<file path="src/rtl/note_sequencer.sv">
// note_sequencer: programmable step sequencer feeding the synth voice.
// A small step table holds {osc_count, length, gate} per entry; the
// sequencer walks it at a fixed tick rate and loops while run is high.
module note_sequencer #(
    parameter int STEPS    = 16,
    parameter int AW       = 4,
    parameter int TICK_DIV = 20480
) (
    input  logic          clk,
    input  logic          rst,
    input  logic          wr_en,
    input  logic [AW-1:0] wr_addr,
    input  logic [31:0]   wr_count,
    input  logic [7:0]    wr_len,
    input  logic [7:0]    wr_gate,
    input  logic          run,
    input  logic [AW-1:0] loop_len,
    output logic          trig,
    output logic [31:0]   osc_count,
    output logic [AW-1:0] step,
    output logic          busy
);

    localparam int PW = (TICK_DIV > 1) ? $clog2(TICK_DIV) : 1;

    typedef enum logic [1:0] {
        IDLE = 2'd0,
        LOAD = 2'd1,
        PLAY = 2'd2
    } state_t;

    state_t state_reg, state_next;

    logic [AW-1:0] step_reg, step_next;
    logic          trig_reg, trig_next;
    logic [31:0]   osc_reg, osc_next;
    logic [PW-1:0] presc_reg, presc_next;
    logic [7:0]    ticks_reg, ticks_next;
    logic [7:0]    len_reg, len_next;
    logic [7:0]    gate_reg, gate_next;

    // Step table: {count[31:0], len[7:0], gate[7:0]}
    logic [47:0]   table_mem [STEPS];
    logic [47:0]   rd_data_reg;
    logic [AW-1:0] rd_addr;

    logic [31:0]   rd_count;
    logic [7:0]    rd_len;
    logic [7:0]    rd_gate;

    logic [AW-1:0] adv_step;
    logic          tick_wrap;
    logic [7:0]    ticks_inc;

    assign rd_count = rd_data_reg[47:16];
    assign rd_len   = rd_data_reg[15:8];
    assign rd_gate  = rd_data_reg[7:0];

    // The table is addressed with the step that will be current next cycle,
    // so the entry is already registered when the FSM sits in LOAD.
    assign rd_addr = step_next;

    // Table write port plus registered read; the read sees the pre-write
    // contents when both hit the same entry in one cycle.
    always_ff @(posedge clk) begin
        if (rst) begin
            for (int i = 0; i < STEPS; i++) begin
                table_mem[i] <= '0;
            end
            rd_data_reg <= '0;
        end else begin
            if (wr_en) begin
                table_mem[wr_addr] <= {wr_count, wr_len, wr_gate};
            end
            rd_data_reg <= table_mem[rd_addr];
        end
    end

    // State and datapath registers.
    always_ff @(posedge clk) begin
        if (rst) begin
            state_reg <= IDLE;
            step_reg  <= '0;
            trig_reg  <= 1'b0;
            osc_reg   <= '0;
            presc_reg <= '0;
            ticks_reg <= '0;
            len_reg   <= '0;
            gate_reg  <= '0;
        end else begin
            state_reg <= state_next;
            step_reg  <= step_next;
            trig_reg  <= trig_next;
            osc_reg   <= osc_next;
            presc_reg <= presc_next;
            ticks_reg <= ticks_next;
            len_reg   <= len_next;
            gate_reg  <= gate_next;
        end
    end

    assign adv_step  = (step_reg == loop_len) ? '0 : step_reg + AW'(1);
    assign tick_wrap = (presc_reg == PW'(TICK_DIV - 1));
    assign ticks_inc = ticks_reg + 8'd1;

    // Next-state logic: IDLE -> LOAD -> PLAY -> LOAD ... -> IDLE.
    always_comb begin
        state_next = state_reg;
        step_next  = step_reg;
        trig_next  = trig_reg;
        osc_next   = osc_reg;
        presc_next = presc_reg;
        ticks_next = ticks_reg;
        len_next   = len_reg;
        gate_next  = gate_reg;

        case (state_reg)
            IDLE: begin
                trig_next = 1'b0;
                if (run) begin
                    state_next = LOAD;
                    step_next  = '0;
                end
            end

            LOAD: begin
                trig_next = 1'b0;
                if (rd_len == 8'd0) begin
                    // A skipped entry is a zero-length step: it advances the
                    // index, and honours run like any step end so that an
                    // all-skip table can still be stopped.
                    if (run) begin
                        step_next = adv_step;
                    end else begin
                        state_next = IDLE;
                    end
                end else begin
                    // Length and gate are latched so table writes during the
                    // step only take effect the next time this entry loads.
                    state_next = PLAY;
                    osc_next   = rd_count;
                    presc_next = '0;
                    ticks_next = '0;
                    len_next   = rd_len;
                    gate_next  = rd_gate;
                    trig_next  = (rd_gate != 8'd0);
                end
            end

            PLAY: begin
                if (tick_wrap) begin
                    presc_next = '0;
                    ticks_next = ticks_inc;
                    if (ticks_inc == gate_reg) begin
                        trig_next = 1'b0;
                    end
                    if (ticks_inc == len_reg) begin
                        trig_next = 1'b0;
                        if (run) begin
                            state_next = LOAD;
                            step_next  = adv_step;
                        end else begin
                            state_next = IDLE;
                        end
                    end
                end else begin
                    presc_next = presc_reg + PW'(1);
                end
            end

            default: begin
                state_next = IDLE;
                trig_next  = 1'b0;
            end
        endcase
    end

    assign trig      = trig_reg;
    assign osc_count = osc_reg;
    assign step      = step_reg;
    assign busy      = (state_reg != IDLE);

endmodule

</file>
<file path="config.mk">
export PLATFORM = sky130hd
export DESIGN_NAME = note_sequencer
export DESIGN_NICKNAME = d
export VERILOG_FILES = /design/src/rtl/note_sequencer.sv
export SDC_FILE = /design/constraint.sdc
export NUM_CORES = 2
export LEC_CHECK = 0
export CORE_UTILIZATION = 32
export CTS_CLUSTER_DIAMETER = 200
export DETAILED_ROUTE_END_ITERATION = 16
export PLACE_DENSITY = 0.51
export SETUP_SLACK_MARGIN = 0.5
export SLEW_MARGIN = 15
export SYNTH_ARGS = -nofsm -noshare
export SYNTH_HDL_FRONTEND = slang
export SYNTH_SLANG_ARGS = --single-unit
</file>
<file path="constraint.sdc">
create_clock -name clk -period 4.33 [get_ports clk]
set_input_delay 0.433 -clock clk [delete_from_list [all_inputs] [get_ports clk]]
set_output_delay 0.433 -clock clk [all_outputs]
set_load 0.005 [all_outputs]
</file>
Word-level counts from Yosys, hierarchy flattened
Memories as Yosys holds them, arrays and structs flattened. A register that Yosys moved wholly into a read port is not among the register bits.
Cells that the tools add are included.
{"block": "totals", "mem_bits_rw": 768, "output_inout_bits": 38, "reg_bits": 78, "wordCells": 69, "n_memories": 1, "input_bits": 60}
{"name": "table_mem", "words": 16, "width": 48, "read_ports": 1, "rd_ports_with_merged_regs": 1, "wr": 16, "line": "43", "text": "logic [47:0] table_mem [STEPS];"}
{"block": "classes", "n_eq_ne": 12, "n_reduce_logical": 11, "bitwise": 1, "n_addsub": 3, "mux": 33}
{"cell": "48-bit two-way mux", "n": 1}
{"cell": "48-bit OR reduction", "n": 1}
{"cell": "15-bit two-way mux", "n": 2}
{"cell": "15-bit case mux with 2 select lines", "n": 1}
{"cell": "4-bit two-way mux", "n": 7}
{"cell": "8-bit == test", "n": 2}
{"cell": "8-bit two-way mux", "n": 2}
{"cell": "8-bit case mux with 2 select lines", "n": 1}
{"cell": "15-bit by 1-bit adder with 15-bit output, second input constant", "n": 1}
{"cell": "15-bit == test, second input constant", "n": 1}
{"cell": "4-bit case mux with 3 select lines", "n": 1}
{"cell": "1-bit two-way mux", "n": 11}
{"cell": "2-bit two-way mux", "n": 5}
{"cell": "8-bit by 1-bit adder with 8-bit output, second input constant", "n": 1}
{"cell": "8-bit zero test", "n": 1}
{"cell": "2-bit inequality test, second input constant", "n": 4}
{"cell": "8-bit nonzero test", "n": 1}
{"cell": "3-bit inequality test, second input constant", "n": 2}
{"cell": "2-bit case mux with 3 select lines", "n": 1}
{"cell": "2-bit AND reduction", "n": 3}
{"cell": "4-bit by 1-bit adder with 4-bit output, second input constant", "n": 1}
{"cell": "4-bit == test", "n": 1}
{"cell": "4-bit AND reduction", "n": 1}
{"cell": "2-bit nonzero test", "n": 2}
{"cell": "other kinds (6)", "n": 6}

Depth between registers and ports, before layout
{"block": "depth", "word_depth": 6, "ltp_mapped": 14, "mapped_depth_nobuf": 10}

Worst setup path before layout
OpenSTA, ideal clock, no wires.
{"block": "synth_path", "kind": "input -> register", "startpoint": "input loop_len[1]", "endpoint": "register rd_data_reg[26], read port of table_mem", "t_required_ns": 4.200, "cell_stages": 11, "t_arrival_ns": 2.813, "path_buffers": 2, "path_slack_ns": 1.387, "setup_time_ns": 0.130, "cell_sequence": "xor2_1 -> or4_4 -> a41o_1 -> a311oi_2 -> nand3_2 -> nand2_1 -> buf_6 -> buf_4 -> mux2_2 -> o211ai_1 -> nand4_1"}
{"block": "synth_via", "elab_chain_len": 6, "word_cells_on_any_way": 7, "cone_classes": "eq/ne: 1; mux: 6"}
{"item": "from (decl)", "line": "17", "text": "input logic [AW-1:0] loop_len,"}
{"item": "4-bit == test (*)", "line": "102", "text": "assign adv_step = (step_reg == loop_len) ? '0 : step_reg + AW'(1);"}
{"item": "4-bit two-way mux (*)", "line": "102"}
{"item": "4-bit two-way mux (*)", "line": "132, 159"}
{"item": "4-bit two-way mux", "line": "157", "text": "if (ticks_inc == len_reg) begin"}
{"item": "4-bit two-way mux", "line": "151", "text": "if (tick_wrap) begin"}
{"item": "4-bit case mux with 3 select lines (*)", "line": "117", "text": "case (state_reg)"}
{"item": "to (decl)", "line": "44", "text": "logic [47:0] rd_data_reg;"}
Every way passes the cells marked *; elsewhere a longest branch is shown, timed or not.
A chain may end at the register's enable or synchronous reset.

Worst setup path in the final report
{"block": "layout_path", "startpoint": "register step_reg[1] (netlist: step[1])", "endpoint": "register rd_data_reg[37], read port of table_mem"}
{"block": "layout_via", "elab_chain_len": 6, "word_cells_on_any_way": 9, "cone_classes": "add/sub: 1; eq/ne: 1; mux: 7"}
{"item": "from (decl)", "line": "34", "text": "logic [AW-1:0] step_reg, step_next;"}
{"item": "from (signal assigned)", "line": "92", "text": "step_reg <= step_next;"}
{"item": "4-bit by 1-bit adder with 4-bit output or 4-bit == test (tied branches)", "line": "102"}
{"item": "4-bit two-way mux", "line": "102"}
{"item": "4-bit two-way mux", "line": "132, 159"}
{"item": "4-bit two-way mux", "line": "157"}
{"item": "4-bit two-way mux", "line": "151"}
{"item": "4-bit case mux with 3 select lines (*)", "line": "117"}
Marks and branches as above.

==> impl_results.md <==
* Final TNS setup at 0 ns
* Share of the yosys chip area belonging to registers at 61.9%
* Worst-path fanout max at 39
* Worst slew margin at 39.9%
* Clock Latency Late Sink at 0.68 ns
* Max Freq at 0.273 GHz
* Commonest cells after routing, fill and taps aside: and2_1, edfxtp_1, o211ai_1, nand3_1, mux2_2
* Layout cells sized above 1 at 12.6%
* Clk_skew at 0.0317 ns
* Cell Rows at 131
* Synth async-reset ratio at 0%
* Sequential fraction of design power at 51.4%
* Drt drc at 0
* Slew @ Worst Pin at 0.902 ns
* Syn Std Cell Area at 41300 um2
* Max Root-Sink Buffers at 3
* Final worst-path cycle share at 84.6%
* Vias at 27398
* Initial Utilization at 32.3%
* CTS tree: built
* Post-Syn Area per Cell at 12.1 um2
* Synth unique cells at 64
* Tightest Hold Check Type: input pin to flop
* Hold path cells at 2
* Status: completed
* Max reg flops at 768
* Largest net degree at the start of global routing at 96
* Pwr Total at 19.4 mW
* Final-stage net count at 3464
* CP Data Arrival Time at 4.20 ns
* Initial DRC Count at 2583
* Drt pass-1 iters at 5
* Core Area at 128000 um2
* Switch share at 23.0%
* Boundary Pins at 98
* Utilization after layout at 37.3%
* Initial antenna violation count at 13
* Layout area overhead at 15.4%
* # setup viols final at 0
* NetSw at 4.45 mW
* Placer Congestion at 0.786
* Port buffer count at 97
* RSZ-0062 raised after global routing: true
* Die Height at 361 um
* Max-cap check violation count at 0
* Tot GR Track Use at 20.3%
* Vias per cell at 5.31
* H-Tree Depth at 3
* CP required at 4.86 ns
* Dpl hpwl at 69300 um
* Final Hold Vio Count at 0
* Clk slew on worst S/H paths at 0.06 ns
* WS Path Type: flop to flop
* Clock sink count at 894
* Logic pwr share at 5.9%
* Leak Pwr at 16.3 nW
* Clock network power share at 42.8%
* First-pass GRT wire length at 194000 um
* Yosys reg bits at 894
* Root Buffer: clkbuf_16
* Crit path time final at 3.66 ns
* Total Wirelength at 134000 um
* Hold_buf cts at 0
* Ys flop type: edfxtp_1
* Total grt overflow at 0
* Vias in the first global route at 27331
* Post-synthesis cell count at 3424
* Worst reg2reg path depth at 11
* Die Span X at 361 um
* Total die area at 131000 um2
* Internal at 14.9 mW
* Post-synth EDFFs at 768
* Syn_nets at 3487
* Fillers at 12251
* Drt wl/cell at 26.0 um
* TritonCTS buffer count at 102
* Worst setup EP type: flop
* Synth warn at 0
* Worst setup SP type: flop
* Hold slack at 0.145 ns
* Detail Route Antenna Nets at 0
* Max VDD drop at 0.000325 V
* Max-slew violation count at 0
* PD cells at 406 nW/um2
* Most common cell after layout, fill and taps aside: and2_1
[path summary, 6_finish.rpt]
path,slack [ns],from,endpoint
setup reg to reg,0.67,step[1],rd_data_reg[37]
hold / removal,0.15,rst,osc_count[11]
setup / recovery,0.67,step[1],rd_data_reg[37]
hold reg to reg,0.44,rd_data_reg[43],osc_count[27]
[critical path: stages (launching register included)]
cell and delay [ns]:
dfxtp_1 0.53, xor2_1 0.17, or4_4 0.60, a41o_1 0.25, a311oi_2 0.41, nand3_4 0.15, nand2_4 0.13, buf_12 0.25
buf_12 0.23, mux2_2 0.36, o211ai_1 0.26, nand4_1 0.15
[cell families (layout without fill, tap and decap cells)]
family	count (synthesis)	in the layout	share of synthesized area (%)
other	0	7	0
AO/OA/AOI/OAI	603	603	10.0
multiplexers	192	192	5.31
AND/OR/NAND/NOR	1282	1283	17.9
XOR/XNOR	25	25	0.530
flip-flops	894	894	61.9
adder cells (fa/ha/maj)	3	3	0.0908
buffers and inverters	425	487	4.27
[synthesized netlist by cell type, types with 4 or more instances]
| cell type | instances | share of area [%] |
|---|---|---|
| and2_1 | 771 | 12 |
| edfxtp_1 | 768 | 56 |
| o211ai_1 | 376 | 6.8 |
| clkbuf_1 | 234 | 2.1 |
| nand3_1 | 201 | 2.4 |
| mux2_2 | 137 | 3.7 |
| dfxtp_1 | 126 | 6.1 |
| nand2_1 | 119 | 1.1 |
| o21ai_0 | 109 | 1.3 |
| inv_1 | 97 | 0.88 |
| a21oi_1 | 72 | 0.87 |
| buf_2 | 68 | 0.82 |
| nor2_1 | 54 | 0.49 |
| nand4_1 | 53 | 0.80 |
| mux2_1 | 52 | 1.4 |
| or2_2 | 19 | 0.29 |
| buf_4 | 16 | 0.29 |
| xnor2_1 | 13 | 0.28 |
| xor2_1 | 12 | 0.25 |
| nor3_1 | 11 | 0.13 |
| and3_1 | 10 | 0.15 |
| buf_1 | 7 | 0.064 |
| nand2b_1 | 7 | 0.11 |
| nor3b_1 | 7 | 0.13 |
| nor4_1 | 7 | 0.11 |
| a22oi_1 | 6 | 0.11 |
| a31oi_1 | 6 | 0.091 |
| or3_1 | 6 | 0.091 |
| o21ai_1 | 5 | 0.061 |
| o31ai_1 | 4 | 0.073 |
[metrics by stage]
stage | worst slack (ns) | area, um2 | instances
detailed placement | 0.356 | 44400 | 4953
floorplan | 1.39 | 41300 | 3424
finish | 0.665 | 47700 | 5156
global placement | 0.371 | 44400 | 4953
CTS | 0.569 | 47600 | 5143
global route | 0.470 | 47700 | 5149
[final cells by class]
type	count	area (um2)	share of cell area (%)
Antenna cell	7	17.5	0.0367
Clock buffer	157	2880	6.04
Clock inverter	33	269	0.564
Inverter	97	364	0.763
Multi-Input combinational cell	2106	14200	29.9
Sequential cell	894	25600	53.6
Tap cell	1662	2080	4.36
Timing Repair Buffer	200	2240	4.70
[repair_timing]
item                                    4_1_cts  5_1_grt
pin swaps                                     0        2
cloned                                        0        1
endpoints found under the setup margin       22       47
setup buffers                                 0        5
hold endpoints to repair                      0        0
resized for setup                             1        3
[power groups by stage]
stage | clock [mW] | sequential [mW] | combinational, mW
floorplan | 0 | 10.1 | 0.596
global placement | 0 | 10.1 | 1.14
detailed placement | 0 | 10.1 | 1.15
CTS | 8.45 | 9.95 | 1.15
global route | 8.73 | 9.99 | 1.23
finish | 8.28 | 9.95 | 1.14
[layer usage]
layer | track usage (%) | share of wire [%] | up-vias
li1 | - | - | 12367
met1 | 28.4 | 46 | 13973
met2 | 33.1 | 46 | 902
met3 | 2.72 | 5.9 | 154
met4 | 4.79 | 2.0 | 2
met5 | 0 | 0.0097 | -
No activity file was read; power rests on OpenSTA's default activity.
